$ cat src/rtl/rst_seq_pkg.sv
// rtl/rst_seq_pkg.sv - shared state encoding, default sizes and counter-width helper for rst_seq_ctrl
package rst_seq_pkg;

  typedef enum logic [1:0] {
    ST_OFF      = 2'd0,
    ST_LOCKWAIT = 2'd1,
    ST_SEQ      = 2'd2,
    ST_RUN      = 2'd3
  } state_t;

  localparam int DEF_NCH       = 4;
  localparam int DEF_GAPW      = 8;
  localparam int DEF_LOCK_CNT  = 8;
  localparam int DEF_PULSE_LEN = 16;
  localparam int DEF_WDT_CNT   = 65535;

  // Bits needed to hold every value 0..maxval (never less than one bit).
  function automatic int cntw(input int maxval);
    return (maxval < 2) ? 1 : $clog2(maxval + 1);
  endfunction

endpackage

$ cat src/rtl/rst_seq_lockqual.sv
// rtl/rst_seq_lockqual.sv - counts consecutive lock cycles and flags a qualified lock
module rst_seq_lockqual
  import rst_seq_pkg::*;
#(
  parameter int LOCK_CNT = DEF_LOCK_CNT
) (
  input  logic i_clk,
  input  logic i_rst_n,
  input  logic i_active,
  input  logic i_lock,
  output logic o_qlock
);

  localparam int QW = cntw(LOCK_CNT - 1);

  logic [QW-1:0] r_cnt;
  logic          w_last;

  assign w_last  = (r_cnt == QW'(LOCK_CNT - 1));
  assign o_qlock = i_active && i_lock && w_last;

  // Run of lock=1 cycles; any gap, qualification or leaving the wait state restarts it.
  always_ff @(posedge i_clk) begin
    if (!i_rst_n) begin
      r_cnt <= '0;
    end else if (!i_active || !i_lock || w_last) begin
      r_cnt <= '0;
    end else begin
      r_cnt <= r_cnt + 1'b1;
    end
  end

endmodule

$ cat src/rtl/rst_seq_ctrl.sv
// rtl/rst_seq_ctrl.sv - staged reset-mask release with per-channel software pulses; RST_SEQ_WDT_EN adds a lock watchdog
module rst_seq_ctrl
  import rst_seq_pkg::*;
#(
  parameter int NCH       = DEF_NCH,
  parameter int GAPW      = DEF_GAPW,
  parameter int LOCK_CNT  = DEF_LOCK_CNT,
  parameter int PULSE_LEN = DEF_PULSE_LEN,
  parameter int WDT_CNT   = DEF_WDT_CNT
) (
  input  logic            clk,
  input  logic            rst_,
  input  logic            enable,
  input  logic            lock,
  input  logic [GAPW-1:0] gap,
  input  logic            scanmode,
  input  logic [NCH-1:0]  swrst_req,
  output logic [NCH-1:0]  rstmsk,
  output logic [NCH-1:0]  swrst_ack,
  output logic            done,
  output logic            wdt_to
);

  localparam int IDXW = cntw(NCH);
  localparam int CHW  = cntw(NCH - 1);
  localparam int PW   = cntw(PULSE_LEN - 1);

  state_t          r_state, w_state_nxt;
  logic [IDXW-1:0] r_idx, w_idx_nxt;
  logic [GAPW-1:0] r_cnt, w_cnt_nxt;
  logic [GAPW-1:0] r_gap, w_gap_nxt;
  logic [NCH-1:0]  r_rstmsk, w_rstmsk_nxt;
  logic [NCH-1:0]  r_ack, w_ack_nxt;
  logic            r_pact, w_pact_nxt;
  logic [CHW-1:0]  r_pch, w_pch_nxt;
  logic [PW-1:0]   r_pcnt, w_pcnt_nxt;
  logic [CHW-1:0]  w_req_ch;
  logic            w_req_hit;
  logic            w_qlock;
  logic            w_in_lw;
  logic            w_lock_lost;

  assign w_in_lw     = (r_state == ST_LOCKWAIT);
  assign w_lock_lost = !lock && ((r_state == ST_SEQ) || (r_state == ST_RUN));

  rst_seq_lockqual #(
    .LOCK_CNT (LOCK_CNT)
  ) u_lockqual (
    .i_clk    (clk),
    .i_rst_n  (rst_),
    .i_active (w_in_lw),
    .i_lock   (lock),
    .o_qlock  (w_qlock)
  );

  // Lowest-index pending software request wins.
  always_comb begin
    w_req_hit = 1'b0;
    w_req_ch  = '0;
    for (int i = NCH - 1; i >= 0; i--) begin
      if (swrst_req[i]) begin
        w_req_hit = 1'b1;
        w_req_ch  = CHW'(i);
      end
    end
  end

  // Next-state and next-output decision; disable beats lock loss, lock loss beats everything else.
  always_comb begin
    w_state_nxt  = r_state;
    w_idx_nxt    = r_idx;
    w_cnt_nxt    = r_cnt;
    w_gap_nxt    = r_gap;
    w_rstmsk_nxt = r_rstmsk;
    w_ack_nxt    = '0;
    w_pact_nxt   = r_pact;
    w_pch_nxt    = r_pch;
    w_pcnt_nxt   = r_pcnt;
    if (!enable || w_lock_lost) begin
      w_state_nxt  = enable ? ST_LOCKWAIT : ST_OFF;
      w_idx_nxt    = '0;
      w_cnt_nxt    = '0;
      w_gap_nxt    = '0;
      w_rstmsk_nxt = '0;
      w_pact_nxt   = 1'b0;
      w_pch_nxt    = '0;
      w_pcnt_nxt   = '0;
    end else begin
      case (r_state)
        ST_OFF: begin
          w_state_nxt = ST_LOCKWAIT;
        end
        ST_LOCKWAIT: begin
          if (w_qlock) begin
            w_state_nxt = ST_SEQ;
            w_idx_nxt   = '0;
            w_cnt_nxt   = '0;
            w_gap_nxt   = gap;
          end
        end
        ST_SEQ: begin
          if (r_idx == IDXW'(NCH)) begin
            w_state_nxt = ST_RUN;
          end else if (r_cnt == r_gap) begin
            w_rstmsk_nxt = r_rstmsk | (NCH'(1) << r_idx);
            w_idx_nxt    = r_idx + 1'b1;
            w_cnt_nxt    = '0;
          end else begin
            w_cnt_nxt = r_cnt + 1'b1;
          end
        end
        ST_RUN: begin
          if (r_pact) begin
            if (r_pcnt == PW'(PULSE_LEN - 1)) begin
              w_pact_nxt   = 1'b0;
              w_pcnt_nxt   = '0;
              w_rstmsk_nxt = r_rstmsk | (NCH'(1) << r_pch);
              w_ack_nxt    = NCH'(1) << r_pch;
            end else begin
              w_pcnt_nxt = r_pcnt + 1'b1;
            end
          end else if (w_req_hit && (r_ack == '0)) begin
            // The acked requester gets one cycle to drop its request before a new pulse can start.
            w_pact_nxt   = 1'b1;
            w_pch_nxt    = w_req_ch;
            w_pcnt_nxt   = '0;
            w_rstmsk_nxt = r_rstmsk & ~(NCH'(1) << w_req_ch);
          end
        end
        default: begin
          w_state_nxt = ST_OFF;
        end
      endcase
    end
  end

  // State and datapath registers.
  always_ff @(posedge clk) begin
    if (!rst_) begin
      r_state  <= ST_OFF;
      r_idx    <= '0;
      r_cnt    <= '0;
      r_gap    <= '0;
      r_rstmsk <= '0;
      r_ack    <= '0;
      r_pact   <= 1'b0;
      r_pch    <= '0;
      r_pcnt   <= '0;
    end else begin
      r_state  <= w_state_nxt;
      r_idx    <= w_idx_nxt;
      r_cnt    <= w_cnt_nxt;
      r_gap    <= w_gap_nxt;
      r_rstmsk <= w_rstmsk_nxt;
      r_ack    <= w_ack_nxt;
      r_pact   <= w_pact_nxt;
      r_pch    <= w_pch_nxt;
      r_pcnt   <= w_pcnt_nxt;
    end
  end

`ifdef RST_SEQ_WDT_EN
  localparam int WW = cntw(WDT_CNT - 1);

  logic [WW-1:0] r_wdt;
  logic          r_wdt_to;

  // Time spent waiting for lock; saturates and latches the timeout until disable or reset.
  always_ff @(posedge clk) begin
    if (!rst_ || !enable) begin
      r_wdt    <= '0;
      r_wdt_to <= 1'b0;
    end else if (w_in_lw) begin
      if (r_wdt == WW'(WDT_CNT - 1)) begin
        r_wdt_to <= 1'b1;
      end else begin
        r_wdt <= r_wdt + 1'b1;
      end
    end else begin
      r_wdt <= '0;
    end
  end

  assign wdt_to = r_wdt_to;
`else
  assign wdt_to = 1'b0;
`endif

  assign rstmsk    = scanmode ? {NCH{1'b1}} : r_rstmsk;
  assign swrst_ack = r_ack;
  assign done      = (r_state == ST_RUN);

endmodule

$ cat config.mk
export PLATFORM = sky130hd
export DESIGN_NAME = rst_seq_ctrl
export DESIGN_NICKNAME = d
export VERILOG_FILES = /design/src/rtl/rst_seq_pkg.sv /design/src/rtl/rst_seq_lockqual.sv /design/src/rtl/rst_seq_ctrl.sv
export SDC_FILE = /design/constraint.sdc
export NUM_CORES = 1
export LEC_CHECK = 0
export CAP_MARGIN = 20
export CORE_ASPECT_RATIO = 1.2
export CORE_MARGIN = 1.5
export CORE_UTILIZATION = 30
export CTS_BUF_LIST = sky130_fd_sc_hd__clkbuf_8
export DETAILED_ROUTE_END_ITERATION = 7
export GPL_TIMING_DRIVEN = 0
export SLEW_MARGIN = 40
export SYNTH_ARGS = -nofsm -noshare
export SYNTH_HDL_FRONTEND = slang
export SYNTH_SLANG_ARGS = --single-unit
$ cat constraint.sdc
create_clock -name clk -period 2.1 [get_ports clk]
set_clock_uncertainty 0.1 [all_clocks]
set_input_delay 0.315 -clock clk [delete_from_list [all_inputs] [get_ports clk]]
set_output_delay 0.315 -clock clk [all_outputs]
set_load 0.01 [all_outputs]
# After elaboration in Yosys (flattened, before gate mapping)

Cells that the tools add are included.

Register bits: 39

Add/subtract/negate cells: 4
Equality and inequality tests: 14
Shift operators: 3
Multiplexer cells: 34
Bitwise operators: 8
Reduce and logical (&&, ||, !) cells: 27

Operator list:

| kind                                                  | count |
|---|---|
| two-way mux 4 bit                                     | 9 |
| two-way mux 8 bit                                     | 3 |
| case mux 8 bit (2 select lines)                       | 1 |
| two-way mux 2 bit                                     | 7 |
| two-way mux 3 bit                                     | 3 |
| AND reduction 3 bit                                   | 3 |
| adder 8 x 1 -> 8 bit, second input constant           | 1 |
| equality test 8 bit                                   | 1 |
| two-way mux 1 bit                                     | 8 |
| bitwise OR 4 bit                                      | 2 |
| case mux 4 bit (2 select lines)                       | 1 |
| << shifter 1 x 2 -> 4 bit, first input constant       | 2 |
| adder 3 x 1 -> 3 bit, second input constant           | 2 |
| equality test 3 bit, second input constant            | 2 |
| inequality test 3 x 1 -> 1 bit, second input constant | 2 |
| case mux 2 bit (3 select lines)                       | 1 |
| case mux 3 bit (2 select lines)                       | 1 |
| nonzero test 2 bit                                    | 3 |
| AND reduction 5 bit                                   | 1 |
| OR reduction 5 bit                                    | 1 |
| adder 4 x 1 -> 4 bit, second input constant           | 1 |
| bitwise AND 4 bit                                     | 1 |
| equality test 2 bit, second input constant            | 2 |
| equality test 4 bit, second input constant            | 1 |
| 17 further kinds                                      | 31 |

# Longest topological paths before layout

Gate-level depths: netlist (run 1).

Word-level depth: 10
Gate-level depth with buffers: 9

# Cells and area by module

A second synthesis (run 1) with hierarchy kept.

Cell total of the unflattened synthesis: 264
Area, all modules: 2125.8 µm²

Modules (own cells, without submodules):

| module           | times used | cells an instance | area each (µm²) | sequential area each (µm²) |
|---|---|---|---|---|
| rst_seq_ctrl     | 1          | 254               | 2003.2          | 720.7 |
| rst_seq_lockqual | 1          | 10                | 122.6           | 60.1 |

# Worst setup path before layout (run 1)

No wires, ideal clock.

Kind: reg-to-reg
Start: reg r_ack[1] (netlist: swrst_ack[1])
End: reg r_rstmsk[1]
Library setup time: 0.116 ns
Arrival time: 1.761 ns
Data required time: 1.884 ns
Setup slack: 0.123 ns
Stages on the path, launching flop included: 6
Period minus slack after synthesis: 1.977 ns
Cell sequence: dfxtp_1 > or4_4 > o311ai_2 > o211ai_2 > or3_1 > o211a_1

Cells in the longest elaborated chain, start to end: 4

Ends and longest elaborated chain:

| item                                            | line                | source |
|---|---|---|
| start: declaration                              | rst_seq_ctrl.sv:33  | `logic [NCH-1:0] r_ack, w_ack_nxt;` |
| start signal: assignment                        | rst_seq_ctrl.sv:155 | `r_ack <= w_ack_nxt;` |
| logical NOT 4 bit                               | rst_seq_ctrl.sv:122 | `end else if (w_req_hit && (r_ack == '0)) begin` |
| logical AND 1 bit                               | rst_seq_ctrl.sv:122 |  |
| inequality test 3 x 1 -> 1 bit (no source line) | -                   |  |
| AND reduction 5 bit (no source line)            | -                   |  |
| end signal: assignment                          | rst_seq_ctrl.sv:154 | `r_rstmsk <= w_rstmsk_nxt;` |
| end: declaration                                | rst_seq_ctrl.sv:32  | `logic [NCH-1:0] r_rstmsk, w_rstmsk_nxt;` |

No other way between the ends.
A chain may end at the register's enable or synchronous reset.

# Worst setup path in the final report (run 1)

Start: reg r_ack[2] (netlist: swrst_ack[2])
End: reg r_rstmsk[0]

Same word-level chain as after synthesis.

==> results of run 1 <==
layout make-up:
class | count | area (um^2) | share of cell area [%]
clock buffers | 5 | 68.8 | 2.51
plain buffers | 12 | 63.8 | 2.33
inverters | 10 | 37.5 | 1.37
clock inverters | 3 | 16.3 | 0.594
multi-input cells | 206 | 1380 | 50.4
well taps | 87 | 109 | 3.98
flip-flops and latches | 39 | 782 | 28.6
repair buffers | 29 | 280 | 10.2
synth_stat cells (2+ instances only):
| master | instances | share of area (%) |
|---|---|---|
| mux2i_1 | 3 | 1.4 |
| xor2_1 | 8 | 3.3 |
| o21bai_1 | 2 | 0.70 |
| nand3b_1 | 2 | 0.70 |
| nor2b_1 | 3 | 0.87 |
| and4_1 | 2 | 0.81 |
| o21ai_1 | 11 | 2.6 |
| clkbuf_1 | 10 | 1.7 |
| nor4_1 | 7 | 2.0 |
| ha_1 | 13 | 7.5 |
| nand2_1 | 32 | 5.6 |
| inv_1 | 9 | 1.6 |
| a21boi_1 | 2 | 0.70 |
| and3_1 | 8 | 2.3 |
| nor4b_1 | 2 | 0.81 |
| a21oi_1 | 30 | 7.0 |
| nand3_1 | 14 | 3.3 |
| dfxtp_1 | 39 | 36 |
| nor2_1 | 19 | 3.3 |
| o22ai_1 | 2 | 0.58 |
| or2_2 | 4 | 1.2 |
| and2_1 | 5 | 1.5 |
| nand4_1 | 3 | 0.87 |
| a31oi_1 | 2 | 0.58 |
| or3_1 | 6 | 1.7 |
| o211a_1 | 2 | 0.93 |
| nor3b_1 | 2 | 0.70 |
| nor3_1 | 3 | 0.70 |
worst max-delay path: stages (launching register included):
cell and delay, ns:
dfxtp_1 0.31, or4_4 0.55, o311ai_4 0.32, o211ai_2 0.18
or3_1 0.34, o211a_1 0.14
flip-flops by register name, indices dropped and copies added (netlist names):
name              count
r_rstmsk              4
u_lockqual.r_cnt      3
r_pcnt                4
r_cnt                 8
r_idx                 3
swrst_ack             4
r_pch                 2
r_state               2
r_pact                1
r_gap                 8
metal layers:
layer / global-route usage [%] / routed length [um] / up-vias
li1: - / - / 1026
met4: 5.60 / 92 / 0
met2: 23.9 / 2570 / 30
met3: 2.75 / 136 / 7
met1: 15.8 / 2330 / 927
met5: 0 / 0 / -
cell families (layout without fill, tap and decap cells):
family,Yosys count,after routing,synth area share [%]
other,1,1,0.174
muxes,4,4,1.92
xor gates and xnor gates,8,8,3.25
buffers and inverters,22,59,4.00
AOI/OAI and AO/OA,62,62,17.8
DFF,39,39,36.2
and+or+nand+nor,118,118,29.1
adders and majority gates,13,13,7.55
what timing repair did:
| action | in CTS | in global routing |
|---|---|---|
| hold endpoints to repair | 0 | 0 |
| setup buffers | 0 | 4 |
| pin swaps | 0 | 7 |
| gates resized for setup | 8 | 26 |
| cloned | 0 | 0 |
| setup endpoints to repair | 17 | 24 |
path summary, 6_finish.rpt:
path / from / cells after the start / to
setup / recovery: swrst_ack[2] / 5 / r_rstmsk[0]
hold / removal: u_lockqual.r_cnt[0] / 1 / u_lockqual.r_cnt[0]
setup reg to reg: swrst_ack[2] / 5 / r_rstmsk[0]
hold reg to reg: u_lockqual.r_cnt[0] / 1 / u_lockqual.r_cnt[0]
power groups by stage:
| stage | sequential [mW] | combinational [mW] | clock (mW) |
|---|---|---|---|
| global route | 0.749 | 0.195 | 0.540 |
| finish | 0.748 | 0.177 | 0.502 |
| CTS | 0.748 | 0.166 | 0.521 |
| global placement | 0.765 | 0.162 | 0 |
| floorplan | 0.764 | 0.0919 | 0 |
| detailed placement | 0.765 | 0.162 | 0 |
per-stage QoR:
step,cells,instance area (um^2),TNS [ns],setup slack [ns],power (mW)
after detailed placement,379,2510,-7.10,-0.449,0.928
final,391,2740,0,0.0524,1.43
after floorplan,267,2160,0,0.123,0.856
after CTS,387,2620,-0.0357,-0.0174,1.43
after global placement,379,2510,-7.09,-0.427,0.927
after global routing,391,2740,-0.00198,-0.00198,1.48
==> impl_results.md, run 1 <==
- Yosys reg bits: 39
- Tightest Hold Check Type: reg2reg
- Largest net degree at the start of global routing: 13
- Hold Slack: between 0.3 and 0.4 ns
- Syn nets: 297
- CTS buffer count: 5
- Async SR Flop Fraction: 0%
- DRT iter0 DRCs: 122
- Number of vias per cell: about 5.1
- Syn Area/Cell: about 8.1 um^2
- Root buffer cell: clkbuf_8
- Total congestion overflow: 0
- Setup violators final: 0
- PwrDens: approximately 520 nW/um^2
- Outcome: completed
- GPL Wtd Cong: 0.803
- P_sw: ~0.38 mW
- Most frequent cells in the layout: 38 x dfxtp_1, 32 x nand2_1, 29 x a21oi_1
- Hold-fix buffers, CTS: 0
- Critical path class: reg2reg
- YS warnings: 0
- First-pass GRT wire length: 8.09 mm
- ANT nets after route: 0
- Worst-Skew Late Latency: approximately 0.29 ns
- Switch share: between 20% and 30%
- CTS tree: yes
- Mapped Area: between 2000 and 2500 um^2
- H-tree Lvls: 2
- Final net count: between 300 and 400
- CTS sink count: 39
- Synth Instances: 267
- Die ar.: ~7700 um^2
- Number of synthesized flops with an enable pin: 0
- Initial core utilization: a little under a third
- R2r setup slk: approximately 0.052 ns
- Vias in the first global route: about 1800
- Post-Route WL: approximately 5.1 mm
- Crit end category: flip-flop
- Die Ht: 95.9 um
- Hpwl dp: around 3.7 mm
- Clk slew on worst S/H paths: about 0.08 ns
- # diodes: 0
- Relative slew margins: approximately 63%
- Flop pwr share: between 50 and 60%
- MaxCap Viol Count: 0
- Antenna violations before repair: 0
- Filler cells: just over 700
- Crit path time final: just over 2 ns
- Area Growth Syn to Fin: 27.0%
- Row cnt: 33
- LEAKAGE: 1.08 nW
- DRC violations left: 0
- Gate power share: 12.4%
- CP required: 2.19 ns
- Clock share of power: 35.2%
- Worst path arrival time: between 2 and 2.5 ns
- CP max FO: 5
- Synth unique cells: 50
- TritonRoute pass-1 iters: 4
- GR Util All Layers: 13.5%
- Chip width: around 80 um
- Layout cells sized above 1: 14.1%
- Final hold violations: 0
- WL/cell: roughly 13 um
- VDD IR-drop max: 217 uV
- Commonest non-fill, non-tap cell in the layout: dfxtp_1
- PortBufs: 25
- Predominant post-synthesis flop cell: dfxtp_1
- Fmax: between 0.4 and 0.5 GHz
- Seq/Total Area, Yosys: 36.2%
- Pins Over Slew Limit: 0
- Internal Pwr Total: between 1 and 1.5 mW
- Total number of vias: about 2000
- IO Count: 27
- Critical path launch point type: flip-flop
- Clock Path Buffers: 2
- Worst slew pin tran: around 0.56 ns
- Fin util: around two fifths
- Core region area: 6900 um^2
- Final period util: around 100%
Power figures use the tool's default switching activity.
==> run 2: changes to the inputs <==
--- a/config.mk
+++ b/config.mk
@@ -5,6 +5,7 @@
 export SDC_FILE = /design/constraint.sdc
 export NUM_CORES = 1
 export LEC_CHECK = 0
+export ABC_CLOCK_PERIOD_IN_PS = 2100
 export CAP_MARGIN = 20
 export CORE_ASPECT_RATIO = 1.2
 export CORE_MARGIN = 1.5
==> results of run 2 <==
No change in the layout: final DEF, timing and power equal those of run 1.
